[src/rtl/comp_acc_pkg.sv]
// Shared definitions for the complex accumulator: FSM encoding and the
// accumulator width rule, so the bench can size its model identically.
package comp_acc_pkg;

    typedef enum logic {
        ACC = 1'b0,
        OUT = 1'b1
    } state_t;

    // Accumulator width: product width plus log2 of the frame length, so a
    // full frame of most-negative products can never overflow.
    function automatic int calc_aw(input int dwidth, input int log2_len);
        return 2 * (dwidth + 1) + log2_len;
    endfunction

endpackage

[src/rtl/comp_acc.sv]
// Complex accumulator: sums up to 2**LOG2_LEN complex samples {xr,yr} per
// frame and presents the full-width sum with a sample count over a
// valid/ready output port.
//
// state | meaning
// ------+---------------------------------------------------------------
// ACC   | accepting samples; in_rdy=1, out_val=0
// OUT   | result presented; in_rdy=0, out_val=1, held until out_rdy
module comp_acc
    import comp_acc_pkg::*;
#(
    parameter int DWIDTH   = 8,
    parameter int LOG2_LEN = 2
) (
    input  logic                                         clk,
    input  logic                                         rst,
    input  logic                                         sw_rst,
    input  logic                                         in_val,
    output logic                                         in_rdy,
    input  logic [4*(DWIDTH+1)-1:0]                      in_data,
    input  logic                                         in_last,
    output logic                                         out_val,
    input  logic                                         out_rdy,
    output logic [2*calc_aw(DWIDTH, LOG2_LEN)-1:0]       out_data,
    output logic [LOG2_LEN:0]                            out_cnt
);

    localparam int PW = 2 * (DWIDTH + 1);
    localparam int AW = calc_aw(DWIDTH, LOG2_LEN);
    localparam int CW = LOG2_LEN + 1;
    localparam int N  = 2 ** LOG2_LEN;
    localparam logic [CW-1:0] LAST_CNT = CW'(N - 1);

    state_t                r_state;
    state_t                w_next;
    logic [CW-1:0]         r_cnt;
    logic signed [AW-1:0]  r_xa;
    logic signed [AW-1:0]  r_ya;

    logic signed [PW-1:0]  w_xr;
    logic signed [PW-1:0]  w_yr;
    logic signed [AW-1:0]  w_xr_ext;
    logic signed [AW-1:0]  w_yr_ext;
    logic                  w_in_acc;
    logic                  w_out_hs;
    logic                  w_frame_end;

    assign w_xr     = in_data[2*PW-1:PW];
    assign w_yr     = in_data[PW-1:0];
    assign w_xr_ext = AW'(w_xr);
    assign w_yr_ext = AW'(w_yr);

    // Handshakes derive only from the registered state, so there is no
    // combinational path from in_val/out_rdy back to in_rdy/out_val.
    assign in_rdy      = (r_state == ACC);
    assign out_val     = (r_state == OUT);
    assign w_in_acc    = in_val & in_rdy;
    assign w_out_hs    = out_val & out_rdy;
    // A sample carrying in_last on the final slot is still a single end.
    assign w_frame_end = w_in_acc & ((r_cnt == LAST_CNT) | in_last);

    assign out_data = {r_xa, r_ya};
    assign out_cnt  = r_cnt;

    // State register.
    always_ff @(posedge clk or posedge rst) begin
        if (rst) begin
            r_state <= ACC;
        end else begin
            r_state <= w_next;
        end
    end

    // Next-state logic; sw_rst overrides both frame end and handshake.
    always_comb begin
        w_next = r_state;
        case (r_state)
            ACC: if (w_frame_end) w_next = OUT;
            OUT: if (out_rdy)     w_next = ACC;
            default:              w_next = ACC;
        endcase
        if (sw_rst) w_next = ACC;
    end

    // Accumulator and sample counter: load on first sample, add afterwards.
    always_ff @(posedge clk or posedge rst) begin
        if (rst) begin
            r_cnt <= '0;
            r_xa  <= '0;
            r_ya  <= '0;
        end else if (sw_rst) begin
            r_cnt <= '0;
            r_xa  <= '0;
            r_ya  <= '0;
        end else if (w_in_acc) begin
            r_cnt <= r_cnt + CW'(1);
            if (r_cnt == '0) begin
                r_xa <= w_xr_ext;
                r_ya <= w_yr_ext;
            end else begin
                r_xa <= r_xa + w_xr_ext;
                r_ya <= r_ya + w_yr_ext;
            end
        end else if (w_out_hs) begin
            r_cnt <= '0;
        end
    end

endmodule

[config.mk]
export PLATFORM = sky130hd
export DESIGN_NAME = comp_acc
export DESIGN_NICKNAME = d
export VERILOG_FILES = /design/src/rtl/comp_acc_pkg.sv /design/src/rtl/comp_acc.sv
export SDC_FILE = /design/constraint.sdc
export NUM_CORES = 1
export LEC_CHECK = 0
export CAP_MARGIN = 25
export CORE_UTILIZATION = 55
export CTS_BUF_LIST = sky130_fd_sc_hd__clkbuf_16
export DETAILED_ROUTE_END_ITERATION = 7
export GPL_ROUTABILITY_DRIVEN = 0
export PLACE_DENSITY = 0.86
export SYNTH_ARGS = -nofsm -noshare
export SYNTH_HDL_FRONTEND = slang
export SYNTH_SLANG_ARGS = --single-unit
[constraint.sdc]
create_clock -name clk -period 5.36 [get_ports clk]
set_input_delay 1.072 -clock clk [delete_from_list [all_inputs] [get_ports clk]]
set_output_delay 1.072 -clock clk [all_outputs]
set_load 0.1 [all_outputs]
==> results.yml, run 1 <==
hold_path:
  min_path_type: "reg -> reg"
  whs_endpoint: "r_xa[0]"
  hp-start: "r_xa[0]"
  holdPathStages: 2
outcome:
  status: "complete, no violations"
place:
  dp_hpwl_mm: 7.12
  dp.cells: 633
  place.port_buffers: 86
  placed_area_sq_um: 4860
die:
  start_util_pct: 57.0
  ios: 87
  die_h_microns: 86.2
  die-width_microns: 86.2
  dieArea_sq_um: 7420
  rows: 30
  core-area_sq_um: 6830
logic_synthesis:
  synth_async_sr_flop_share_pct: 100
  ys_seq_area_share_pct: 28.3
  ys_ff_latch: 44
  ys_top_cells_by_area: "dfrtp_1 (28%), ha_1 (13%), o21ai_0 (6.7%)"
  netlist_instances: 462
  synth.top_cell.area_share_pct: 28.3
  syn_area_sq_um: 3900
  synth_flop_cell: "dfrtp_1"
  yosysTopAreaCell: "dfrtp_1"
  synth-edff-count: 0
  synth_nets: 547
  synth.avg_cell_area_sq_um: 8.43
  yosysWarnings: 0
  synth_cell_types: 61
cells_and_area:
  fin_util_pct: 73.6
  area_delta_synth_final_pct: 29.0
  finalNetCount: 629
  layoutNonFillerInstCount: 641
  most-common-layout-cells: "clkdlybuf4s50_1 (86), o21ai_0 (52), a21oi_1 (44), dfrtp_1 (44)"
  fillers: 542
  final_common_cell: "clkdlybuf4s50_1"
  drive_gt1_share_pct: 4.77
  postLayoutCellArea_sq_um: 5030
  antenna_cells: 0
detailed_routing:
  final_antenna_net_count: 0
  routedWlPerCell_microns: 15.5
  routed_wl_mm: 9.95
  dr_total_vias: 3828
  drtPass1Iterations: 4
  via_per_inst: 5.97
  drt_iter0_drc: 151
  drc_errors: 0
grt:
  grt_max_degree: 45
  grt_first_pass_wirelength_mm: 16.7
  grt-ovfl-total: 0
  grt_util_all_layers_pct: 27.9
  grt_pass1_vias: 3640
  antenna_found_initial: 0
power:
  ir_drop_uv: 196
  power_mw: 1.60
  power_density_nw_per_um2: 318
  leakage_nw: 2.22
setup_path:
  r2r_end: "r_xa[18]"
  r2r_cells: 11
  crit_path_start_kind: "input pin"
  cp-end-kind: "register"
  r2r_slack_ps: 2740
  arrival_ps: 3760
  required_ps: 5580
  crit_type: "in -> reg"
  crit_start: "in_data[18]"
  r2r-start: "r_xa[0]"
  path_max_fanout: 4
sta:
  worst_pin_slew_ps: 1090
  max_clock_freq_mhz: 283
  fin_crit_ps: 3540
  fin_setup_tns_ps: 0
  period_share_pct: 66.0
  slew_violations: 0
  clock_skew_ps: 9.48
  setup_violations: 0
  rsz0062_at_grt: "false"
  finalHoldViolCount: 0
  slew_headroom_pct: 27.0
clock_network:
  cts_hold_buf: 0
  htreeDepth: 2
  insertion_delay_ps: 290
  root_buffer: "clkbuf_16"
  cts_resized: 0
  ctsLongestPathBuffers: 2
  clkTransAtPathRegs_ps: 70
  cts.sinks: 44
  cts_tree: "done"
  cts_setup_buffers: 0
  numCtsBuffers: 5
run:
  maxCapViolCount: 0
per-layer routing:
metal / routed length (microns) / up-vias / track usage [%]
met3: 523 / 26 / 3.75
met4: 283 / 0 / 12.0
met5: 0 / - / 0
met2: 4770 / 126 / 47.4
met1: 4380 / 1797 / 35.4
li1: - / 1879 / -
state kept, by name, summed over array words and instances, names as in the netlist:
name and flops:
r_ya 20, out_val 1, r_xa 20, out_cnt 3
logic make-up after synthesis:
kind of cell    count (synthesis)  share of synthesized area (%)
compound gates                178                           30.0
xor+xnor                       24                           5.39
fa+ha+maj                      43                           14.2
buf+inv                        38                           3.66
flops                          44                           28.3
mux                             8                           2.12
simple gates                  127                           16.3
synthesized netlist by cell type (7+ instances only):
| library cell | count |
|---|---|
| nand2_1 | 41 |
| dfrtp_1 | 44 |
| inv_1 | 22 |
| nor2_1 | 29 |
| xor2_1 | 8 |
| a21oi_1 | 44 |
| ha_1 | 41 |
| a22oi_1 | 12 |
| clkbuf_1 | 14 |
| o21ai_0 | 52 |
| xnor2_1 | 16 |
| a21o_1 | 13 |
| nand3_1 | 8 |
| nor2b_1 | 10 |
| a32oi_1 | 7 |
per-stage QoR:
step / hold WS [ps] / setup slack (ps)
global placement: 497 / 1640
detailed placement: 503 / 1550
global route: 544 / 1660
CTS: 517 / 1840
floorplan: 983 / 2230
finish: 509 / 1820
cell type report:
cell class	count	area [sq um]	area share, %
Clock buffer	5	125	2.49
Tap cell	96	120	2.39
Timing Repair Buffer	91	898	17.9
Sequential cell	44	1100	21.9
Inverter	22	82.6	1.64
Multi-Input combinational cell	380	2660	52.9
Clock inverter	3	42.5	0.846
how the worst max path moves through the flow:
stage / endpoint / slack (ps) / depth (start not counted)
finish: r_xa[18] / 1820 / 12
global route: r_xa[18] / 1660 / 12
CTS: r_xa[18] / 1840 / 12
detailed placement: r_xa[18] / 1550 / 12
global placement: r_xa[18] / 1640 / 12
floorplan: r_xa[18] / 2230 / 11
worst max-delay path, cell delays in order:
cell and delay, ps:
clkdlybuf4s50_1 490, ha_1 170, inv_1 50, fa_1 370, nor2b_1 190, o31a_1 190, a21o_1 230, a311oi_4 150
o221ai_1 260, a221oi_2 100, or4_1 400, nand3_1 70
power by group:
part	leakage [nW]	total [mW]	switching (mW)	internal, mW
clock network	0.0798	0.359	0.139	0.219
logic	1.55	0.833	0.561	0.272
registers	0.589	0.404	0.0353	0.369
No activity file was read; power rests on OpenSTA's default activity.
==> run 2, diff against run 1 <==
- CORE_UTILIZATION: 55 -> 47
- PLACE_DENSITY: 0.86 -> 0.78
- clock period: 5.36 -> 3.11 ns (I/O delays scaled with it)
==> run 2 against run 1 <==
- setup slack worse by 1700 ps
- cell count is 4.4% higher
- count of clock-buffer cells in the layout stayed put
- register-to-register slack worse by 2200 ps
- non-clock buffer count is 22 higher
- critical path type unchanged
- critical endpoint is now r_ya[16]
- highest routed layer unchanged
==> results.yml, run 2 (same netlist as run 1, synthesis figures left out) <==
outcome:
  status: "complete, no violations"
die:
  core-area_sq_um: 7890
  start_util_pct: 49.4
  dieArea_sq_um: 8660
  rows: 32
  die_h_microns: 93.1
  ios: 87
  die-width_microns: 93.1
detailed_routing:
  top_layer: "met4"
  routedWlPerCell_microns: 16.1
  drc_errors: 0
  dr_total_vias: 3982
  met2_length_mm: 5.48
  routed_wl_mm: 10.7
  drt-met1-wl_mm: 4.58
  via_per_inst: 5.95
  drtPass1Iterations: 4
  drt_iter0_drc: 138
  wl_met3_microns: 510
  final_antenna_net_count: 0
place:
  placed_area_sq_um: 4930
  dp.cells: 661
  place.port_buffers: 86
  dp_hpwl_mm: 8.10
setup_path:
  crit_chain: "clkdlybuf4s50_1, ha_1, inv_1, fa_1, nor2b_4, o21a_4, o21ai_4, a21oi_2, a221o_1, a311oi_2, mux2i_1, a221o_1"
  cp.buffers_inverters: 2
  path_max_fanout: 3
  cpPeakStageDelay_ps: 420
  critPathTopFamily: "compound AO/OA/AOI/OAI gates"
  crit_type: "in -> reg"
  crit_top_cell: "a221o_1"
  cp-end-kind: "register"
  crit_path_start_kind: "input pin"
  critPathSlowestCell: "clkdlybuf4s50_1"
  arrival_ps: 3120
  required_ps: 3280
clock_network:
  numCtsBuffers: 5
  clkTransAtPathRegs_ps: 70
  cts_setup_buffers: 0
  cts_tree: "done"
  cts_resized: 0
  cts_hold_buf: 0
  ctsLongestPathBuffers: 2
  htreeDepth: 2
  cts.sinks: 44
  insertion_delay_ps: 290
  root_buffer: "clkbuf_16"
cells_and_area:
  postLayoutCellArea_sq_um: 5100
  layoutNonFillerInstCount: 669
  drive_gt1_share_pct: 16.6
  antenna_cells: 0
  area_delta_synth_final_pct: 31.0
  most-common-layout-cells: "buf_4 (71), o21ai_0 (52), a21oi_1 (44), dfrtp_1 (43)"
  final_common_cell: "buf_4"
  finalNetCount: 651
run:
  maxCapViolCount: 0
grt:
  grt_util_all_layers_pct: 25.5
  grt-ovfl-total: 0
  antenna_found_initial: 0
  grt_pass1_vias: 3929
  grt_first_pass_wirelength_mm: 17.8
  grt_max_degree: 29
sta:
  slew_headroom_pct: 37.5
  max_clock_freq_mhz: 339
  setup_violations: 0
  rsz0062_at_grt: "false"
  worst_pin_slew_ps: 931
  fin_setup_tns_ps: 0
  finalHoldViolCount: 0
  clock_skew_ps: 9.37
  fin_crit_ps: 2950
  period_share_pct: 94.9
  slew_violations: 0
  holdWs_ps: 515
power:
  p_switching_mw: 1.27
  p_seq_share_pct: 25.3
  power_density_nw_per_um2: 543
  switching_share_pct: 45.9
  leakage_nw: 2.41
  power_frac_clock_pct: 21.6
  p_comb_share_pct: 53.2
  ir_drop_uv: 337
  internal_power_mw: 1.50
hold_path:
  min_path_type: "reg -> reg"
run 2: cell count changes in the layout (fill, tap and decap cells not counted):
cell	before	now
buf_4	5	71
clkdlybuf4s50_1	86	41
buf_12	0	1
clkinvlp_4	1	0
dfrtp_1	44	43
dfrtp_2	0	1
inv_1	21	22
o221ai_1	1	0
o221ai_2	0	1
run 2: stage by stage:
| stage | utilization, % | power, mW | setup WS (ps) |
|---|---|---|---|
| after floorplan | - | 1.79 | 110 |
| after global routing | 64.7 | 2.92 | 19.1 |
| after global placement | 62.5 | 2.14 | -59.5 |
| after CTS | 64.6 | 2.78 | 159 |
| after detailed placement | 62.5 | 2.17 | -129 |
| final | 64.7 | 2.77 | 160 |
run 2: power by group through the flow:
stage	combinational [mW]	clock (mW)	sequential [mW]
4_1_cts	1.47	0.609	0.700
3_3_place_gp	1.43	0	0.705
6_report	1.47	0.598	0.700
5_1_grt	1.59	0.626	0.708
3_5_place_dp	1.46	0	0.710
2_1_floorplan	0.620	0	1.17
run 2: layer usage:
metal,global-route usage [%],up-vias
met5,0,-
met4,7.82,0
met3,2.85,20
met2,47.2,116
met1,30.6,1926
li1,-,1920
run 2: area by class of cell:
type | instances | area (sq um)
clock buffers | 5 | 125
clock inverters | 3 | 38.8
fillers | 684 | 2780
inverters | 22 | 82.6
multi-input cells | 380 | 2660
flip-flops and latches | 44 | 1100
well taps | 102 | 128
repair buffers | 113 | 963
run 2: final timing paths:
| check | depth (start not counted) | slack, ps | from | to |
|---|---|---|---|---|
| max | 12 | 160 | in_data[0] | r_ya[16] |
| min in group asynchronous | 2 | 740 | rst | r_ya[10] |
| max reg2reg | 11 | 530 | r_ya[0] | r_ya[16] |
| max in group asynchronous | 3 | 1780 | rst | r_xa[0] |
| min reg2reg | 2 | 520 | r_ya[3] | r_ya[3] |
| min | 2 | 520 | r_ya[3] | r_ya[3] |
run 2: worst register-to-register path: cells and delay by family, from the launching register on:
kind / cells / cell delay, ps
AO/OA/AOI/OAI: 6 / 1350
multiplexers: 1 / 110
AND/OR/NAND/NOR: 1 / 60
buffers and inverters: 1 / 80
adder cells (fa/ha/maj): 2 / 460
flip-flops: 1 / 400
